[config.mk]
export PLATFORM = sky130hd
export DESIGN_NAME = video_pattern_gen
export DESIGN_NICKNAME = d
export VERILOG_FILES = /design/src/rtl/video_pattern_gen.sv
export SDC_FILE = /design/constraint.sdc
export NUM_CORES = 1
export LEC_CHECK = 0
export BUFFER_PORTS_ARGS = -buffer_cell sky130_fd_sc_hd__buf_2
export CORE_MARGIN = 1.5
export CORE_UTILIZATION = 31
export CTS_BUF_LIST = sky130_fd_sc_hd__clkbuf_8
export CTS_CLUSTER_SIZE = 16
export DETAILED_ROUTE_END_ITERATION = 12
export GPL_TIMING_DRIVEN = 0
export PLACE_DENSITY = 0.57
export SLEW_MARGIN = 20
export SYNTH_ARGS = -nofsm -noshare
export SYNTH_HDL_FRONTEND = slang
export SYNTH_SLANG_ARGS = --single-unit
[constraint.sdc]
create_clock -name clk -period 15.5 [get_ports clk]
set_input_delay 2.325 -clock clk [delete_from_list [all_inputs] [get_ports clk]]
set_output_delay 2.325 -clock clk [all_outputs]
set_load 0.01 [all_outputs]
[src/rtl/video_pattern_gen.sv]
// Video timing generator with selectable test patterns (marker, bars, checkerboard, gradient, flat).
// Sync/DE/data are registered one cycle after the timing position; pattern settings change only at frame start.
module video_pattern_gen #(
  parameter int unsigned H_ACTIVE      = 1280,
  parameter int unsigned H_FRONT_PORCH = 110,
  parameter int unsigned H_SYNC        = 40,
  parameter int unsigned H_BACK_PORCH  = 220,
  parameter int unsigned V_ACTIVE      = 720,
  parameter int unsigned V_FRONT_PORCH = 5,
  parameter int unsigned V_SYNC        = 5,
  parameter int unsigned V_BACK_PORCH  = 20,
  parameter bit          HS_POL        = 1'b1,
  parameter bit          VS_POL        = 1'b1,
  parameter int unsigned DATA_W        = 24,
  parameter int unsigned RADIUS        = 2
) (
  input  logic              clk,
  input  logic              resetn,
  input  logic              en,
  input  logic [2:0]        mode,
  input  logic [3:0]        marker_sel,
  output logic              de,
  output logic              hs,
  output logic              vs,
  output logic [DATA_W-1:0] data,
  output logic              sof,
  output logic [15:0]       frame_cnt
);

  function automatic int unsigned max4(input int unsigned a, input int unsigned b,
                                       input int unsigned c, input int unsigned d);
    int unsigned m;
    m = a;
    if (b > m) m = b;
    if (c > m) m = c;
    if (d > m) m = d;
    return m;
  endfunction

  localparam int unsigned CH_W  = DATA_W / 3;
  localparam int unsigned H_MAX = max4(H_ACTIVE, H_FRONT_PORCH, H_SYNC, H_BACK_PORCH);
  localparam int unsigned V_MAX = max4(V_ACTIVE, V_FRONT_PORCH, V_SYNC, V_BACK_PORCH);
  localparam int unsigned HW    = (H_MAX > 1) ? $clog2(H_MAX) : 1;
  localparam int unsigned VW    = (V_MAX > 1) ? $clog2(V_MAX) : 1;
  localparam int unsigned PW    = HW + CH_W;
  localparam logic [CH_W-1:0] CH_ONES = '1;

  typedef enum logic [1:0] {ST_BP, ST_ACT, ST_FP, ST_SYNC} tstate_e;

  function automatic tstate_e next_st(input tstate_e s);
    case (s)
      ST_BP:   return ST_ACT;
      ST_ACT:  return ST_FP;
      ST_FP:   return ST_SYNC;
      default: return ST_BP;
    endcase
  endfunction

  // Marker window along one axis: sel picks left/top, centre or right/bottom edge.
  function automatic logic in_rng(input int unsigned p, input int unsigned sel, input int unsigned n);
    case (sel)
      0:       return p <= 2 * RADIUS;
      1:       return (p + RADIUS >= n / 2) && (p <= n / 2 + RADIUS);
      2:       return p + 2 * RADIUS + 1 >= n;
      default: return 1'b0;
    endcase
  endfunction

  tstate_e         h_st, v_st;
  logic [HW-1:0]   h_cnt, h_last;
  logic [VW-1:0]   v_cnt, v_last;
  logic [2:0]      mode_s1, mode_s2, mode_f;
  logic [3:0]      marker_s1, marker_s2, marker_f;
  logic            h_end_c, v_end_c, line_end_c, frame_start_c, de_c;
  logic [DATA_W-1:0] pix_c;
  int unsigned     px, py;
  logic [2:0]      rgb;
  logic [CH_W-1:0] grad;

  always_comb begin
    h_last = HW'(H_BACK_PORCH - 1);
    case (h_st)
      ST_ACT:  h_last = HW'(H_ACTIVE - 1);
      ST_FP:   h_last = HW'(H_FRONT_PORCH - 1);
      ST_SYNC: h_last = HW'(H_SYNC - 1);
      default: ;
    endcase
    v_last = VW'(V_BACK_PORCH - 1);
    case (v_st)
      ST_ACT:  v_last = VW'(V_ACTIVE - 1);
      ST_FP:   v_last = VW'(V_FRONT_PORCH - 1);
      ST_SYNC: v_last = VW'(V_SYNC - 1);
      default: ;
    endcase
    h_end_c       = (h_cnt == h_last);
    v_end_c       = (v_cnt == v_last);
    line_end_c    = h_end_c && (h_st == ST_SYNC);
    frame_start_c = (h_st == ST_BP) && (v_st == ST_BP) && (h_cnt == '0) && (v_cnt == '0);
    de_c          = (h_st == ST_ACT) && (v_st == ST_ACT);
  end

  // Pattern for the current position, using the frame-stable settings.
  always_comb begin
    px    = 32'(h_cnt);
    py    = 32'(v_cnt);
    rgb   = 3'b000;
    grad  = CH_W'((PW'(h_cnt) * PW'(CH_ONES)) / PW'(H_ACTIVE - 1));
    pix_c = '0;
    case (3'(px * 8 / H_ACTIVE))
      3'd0:    rgb = 3'b111;
      3'd1:    rgb = 3'b110;
      3'd2:    rgb = 3'b011;
      3'd3:    rgb = 3'b010;
      3'd4:    rgb = 3'b101;
      3'd5:    rgb = 3'b100;
      3'd6:    rgb = 3'b001;
      default: rgb = 3'b000;
    endcase
    case (mode_f)
      3'd0: if (marker_f <= 4'd8 && in_rng(px, 32'(marker_f) % 3, H_ACTIVE) &&
                in_rng(py, 32'(marker_f) / 3, V_ACTIVE)) pix_c = '1;
      3'd1: pix_c = {{CH_W{rgb[2]}}, {CH_W{rgb[1]}}, {CH_W{rgb[0]}}};
      3'd2: if (px[5] ^ py[5]) pix_c = '1;
      3'd3: pix_c = {grad, grad, grad};
      3'd4: pix_c = '1;
      default: pix_c = '0;
    endcase
  end

  // Control inputs arrive asynchronously; synchronise unconditionally.
  always_ff @(posedge clk or negedge resetn) begin
    if (!resetn) begin
      mode_s1   <= '0;
      mode_s2   <= '0;
      marker_s1 <= '0;
      marker_s2 <= '0;
    end else begin
      mode_s1   <= mode;
      mode_s2   <= mode_s1;
      marker_s1 <= marker_sel;
      marker_s2 <= marker_s1;
    end
  end

  // Timing state machines, frame-stable settings and registered outputs.
  always_ff @(posedge clk or negedge resetn) begin
    if (!resetn) begin
      h_st      <= ST_BP;
      v_st      <= ST_BP;
      h_cnt     <= '0;
      v_cnt     <= '0;
      mode_f    <= '0;
      marker_f  <= '0;
      de        <= 1'b0;
      hs        <= ~HS_POL;
      vs        <= ~VS_POL;
      data      <= '0;
      sof       <= 1'b0;
      frame_cnt <= '0;
    end else if (en) begin
      if (h_end_c) begin
        h_cnt <= '0;
        h_st  <= next_st(h_st);
      end else begin
        h_cnt <= h_cnt + HW'(1);
      end
      if (line_end_c) begin
        if (v_end_c) begin
          v_cnt <= '0;
          v_st  <= next_st(v_st);
        end else begin
          v_cnt <= v_cnt + VW'(1);
        end
      end
      de   <= de_c;
      hs   <= (h_st == ST_SYNC) ? HS_POL : ~HS_POL;
      vs   <= (v_st == ST_SYNC) ? VS_POL : ~VS_POL;
      data <= de_c ? pix_c : '0;
      sof  <= frame_start_c;
      if (frame_start_c) begin
        frame_cnt <= frame_cnt + 16'd1;
        mode_f    <= mode_s2;
        marker_f  <= marker_s2;
      end
    end
  end

endmodule

==> impl_metrics.json <==
{
  "most-common-layout-cells": "126 x sky130_fd_sc_hd__nand2_1, 106 x sky130_fd_sc_hd__inv_1, 99 x sky130_fd_sc_hd__a21oi_1",
  "final_layout_size_suffix_gt1_share_pct": 11.5,
  "tritoncts": "yes",
  "clk_pin_slew_ps": 90,
  "async_flop_share_pct": 100,
  "drc_errors": 0,
  "first_global_vias": 9384,
  "std_cell_rows": 68,
  "die_height_um": 192,
  "initial_core_util_pct": 31.7,
  "yosys_warnings": 0,
  "post_cts_resized": 0,
  "clock-root-buffer": "sky130_fd_sc_hd__clkbuf_8",
  "wire_length_of_the_first_global_routing_pass_um": 47500,
  "area_enclosed_by_the_die_boundary_um2": 36700,
  "synth_enable_flop_cells": 0,
  "cp_data_required_time_ps": 15740,
  "area_of_placed_instances_um2": 11900,
  "fin_setup_tns_ps": 0,
  "fin_cells": 1867,
  "number_of_cells_produced_by_synthesis": 1343,
  "first_pass_iters": 5,
  "gp_congestion": 0.910,
  "final_common_cell": "sky130_fd_sc_hd__nand2_1",
  "drtAntennaViolNets": 0,
  "final_area_um2": 12100,
  "num_vias": 10008,
  "clock_insertion_delay_worst_skew_ps": 370,
  "worstSetupPathType": "flip-flop to flip-flop",
  "nNetsFinal": 1544,
  "max-clock-path-buffers": 2,
  "placement.io_buffers": 52,
  "drv.max_cap_violation_count": 0,
  "place_inst": 1851,
  "post_cts_setup_buffers": 0,
  "syn2layout_area_growth_pct": 9.68,
  "crit_fanout": 8,
  "postCtsHoldBufs": 0,
  "grt-ovfl-total": 0,
  "worst_slew_margin_rel_pct": 25.6,
  "unrepaired_setup_endpoints_after_global_routing": "no",
  "wirelength_um": 28500,
  "reg2reg_slack_ps": 1890,
  "end_kind": "flip-flop",
  "worst_setup_skew_after_layout_ps": 8.08,
  "layout_worst_path_cycle_share_pct": 87.8,
  "net_count_of_the_mapped_netlist": 1480,
  "synth_top_flop_cell": "sky130_fd_sc_hd__dfrtp_1",
  "cts_bufs_inserted": 9,
  "synth_area_um2": 11000,
  "insertedDiodeCount": 0,
  "synth_cell_types": 113,
  "setup_violations": 0,
  "timing.final.crit_period_ps": 13610,
  "die_width_um": 192,
  "synth_seq_cells": 90,
  "io-pin-count": 54,
  "core_um2": 34800,
  "hold_violation_total_from_the_final_report": 0,
  "timing.final.max_slew_violations": 0,
  "synth_seq_area_share_pct": 20.4,
  "status": "complete, no violations",
  "h-tree-depth": 3,
  "antenna_found_initial": 0,
  "timing.fmax_mhz": 73.5,
  "worst_hold_path_type": "flip-flop to flip-flop",
  "start_kind": "flip-flop",
  "worst_path_max_delay_cell": "sky130_fd_sc_hd__nor3_1",
  "tritoncts_num_sinks": 90,
  "average_instance_area_after_synthesis_um2": 8.21,
  "worstMarginPinSlew_ps": 1110,
  "largest_net_degree_at_the_start_of_global_routing": 77,
  "drt-initial-drc-count": 642,
  "drt-wirelength-per-cell_um": 15.3,
  "critPathMostFrequentCell": "sky130_fd_sc_hd__ha_1",
  "post-dp-hpwl_um": 22600,
  "detail_route.vias_per_cell": 5.36,
  "critical_path_arrival_ps": 13850,
  "timing.critical_path.slowest_cell_delay_ps": 920,
  "globalRouteTotalUtil_pct": 15.6
}
[Yosys cell counts, types with 27 or more instances]
master | n | area, um2
sky130_fd_sc_hd__clkbuf_1 | 30 | 113
sky130_fd_sc_hd__nand4_1 | 27 | 169
sky130_fd_sc_hd__nor2_1 | 95 | 357
sky130_fd_sc_hd__inv_1 | 105 | 394
sky130_fd_sc_hd__xnor2_1 | 57 | 499
sky130_fd_sc_hd__o21ai_0 | 61 | 305
sky130_fd_sc_hd__nand3_1 | 60 | 300
sky130_fd_sc_hd__ha_1 | 82 | 1030
sky130_fd_sc_hd__dfrtp_1 | 90 | 2250
sky130_fd_sc_hd__a21o_1 | 44 | 330
sky130_fd_sc_hd__a21oi_1 | 99 | 495
sky130_fd_sc_hd__fa_1 | 45 | 901
sky130_fd_sc_hd__nand2_1 | 126 | 473
sky130_fd_sc_hd__nor3_1 | 33 | 165
[sequential cells by signal (all words and copies together) (netlist names)]
name and flops:
data 24, de 1, frame_cnt 16, h_cnt 11, h_st 2, hs 1, marker_f 4, marker_s1 4
marker_s2 4, mode_f 3, mode_s1 3, mode_s2 3, sof 1, v_cnt 10, v_st 2, vs 1
[worst paths after layout]
check	startpoint	to	cells after the start
worst max-delay path	h_cnt[9]	data[16]	45
min in group asynchronous	resetn	frame_cnt[15]	1
worst max register to register	h_cnt[9]	data[16]	45
max in group asynchronous	resetn	hs	2
worst min-delay path	mode_s1[2]	mode_s2[2]	0
worst min register to register	mode_s1[2]	mode_s2[2]	0
[worst max-delay path: cells and delay by family, from the launching register on]
kind | cells | cell delay [ps]
AO/OA/AOI/OAI | 18 | 5060
AND/OR/NAND/NOR | 9 | 3370
adder cells (fa/ha/maj) | 6 | 2220
buffers and inverters | 8 | 1390
flip-flops | 1 | 570
multiplexers | 2 | 420
XOR/XNOR | 2 | 400
[cells by family (layout without fill, tap and decap cells)]
| kind of cell | after synthesis | after routing | synth area share [%] |
|---|---|---|---|
| AND/OR/NAND/NOR | 462 | 462 | 21.3 |
| XOR/XNOR | 77 | 77 | 6.32 |
| multiplexers | 20 | 20 | 1.94 |
| AO/OA/AOI/OAI | 406 | 406 | 26.5 |
| flip-flops | 90 | 90 | 20.4 |
| buffers and inverters | 159 | 228 | 5.82 |
| adder cells (fa/ha/maj) | 129 | 129 | 17.7 |
[metrics by stage]
stage	setup WS, ps	hold WS (ps)	util (%)
finish	1890	349	34.7
global placement	2190	333	34.1
detailed placement	2090	337	34.2
global route	1000	360	34.7
floorplan	3930	331	-
CTS	2000	356	34.7
[cell type report]
cell class | count | area, um2
timing repair buffer | 53 | 294
inverter | 106 | 398
clock inverter | 6 | 66.3
fill | 3639 | 22700
tap | 455 | 569
multi-input combinational | 1094 | 8130
sequential | 90 | 2250
clock buffer | 10 | 138
buffer | 53 | 244
[per-layer routing]
| metal | wire length [um] | GRT usage [%] |
|---|---|---|
| met4 | 248 | 2.19 |
| met2 | 12800 | 24.4 |
| met3 | 1160 | 1.84 |
| met5 | 0 | 0 |
| met1 | 14300 | 23.2 |
Power is left out: the tool's default activity adds up to more than one toggle a clock period on the data nets, which glitch-free logic cannot reach.
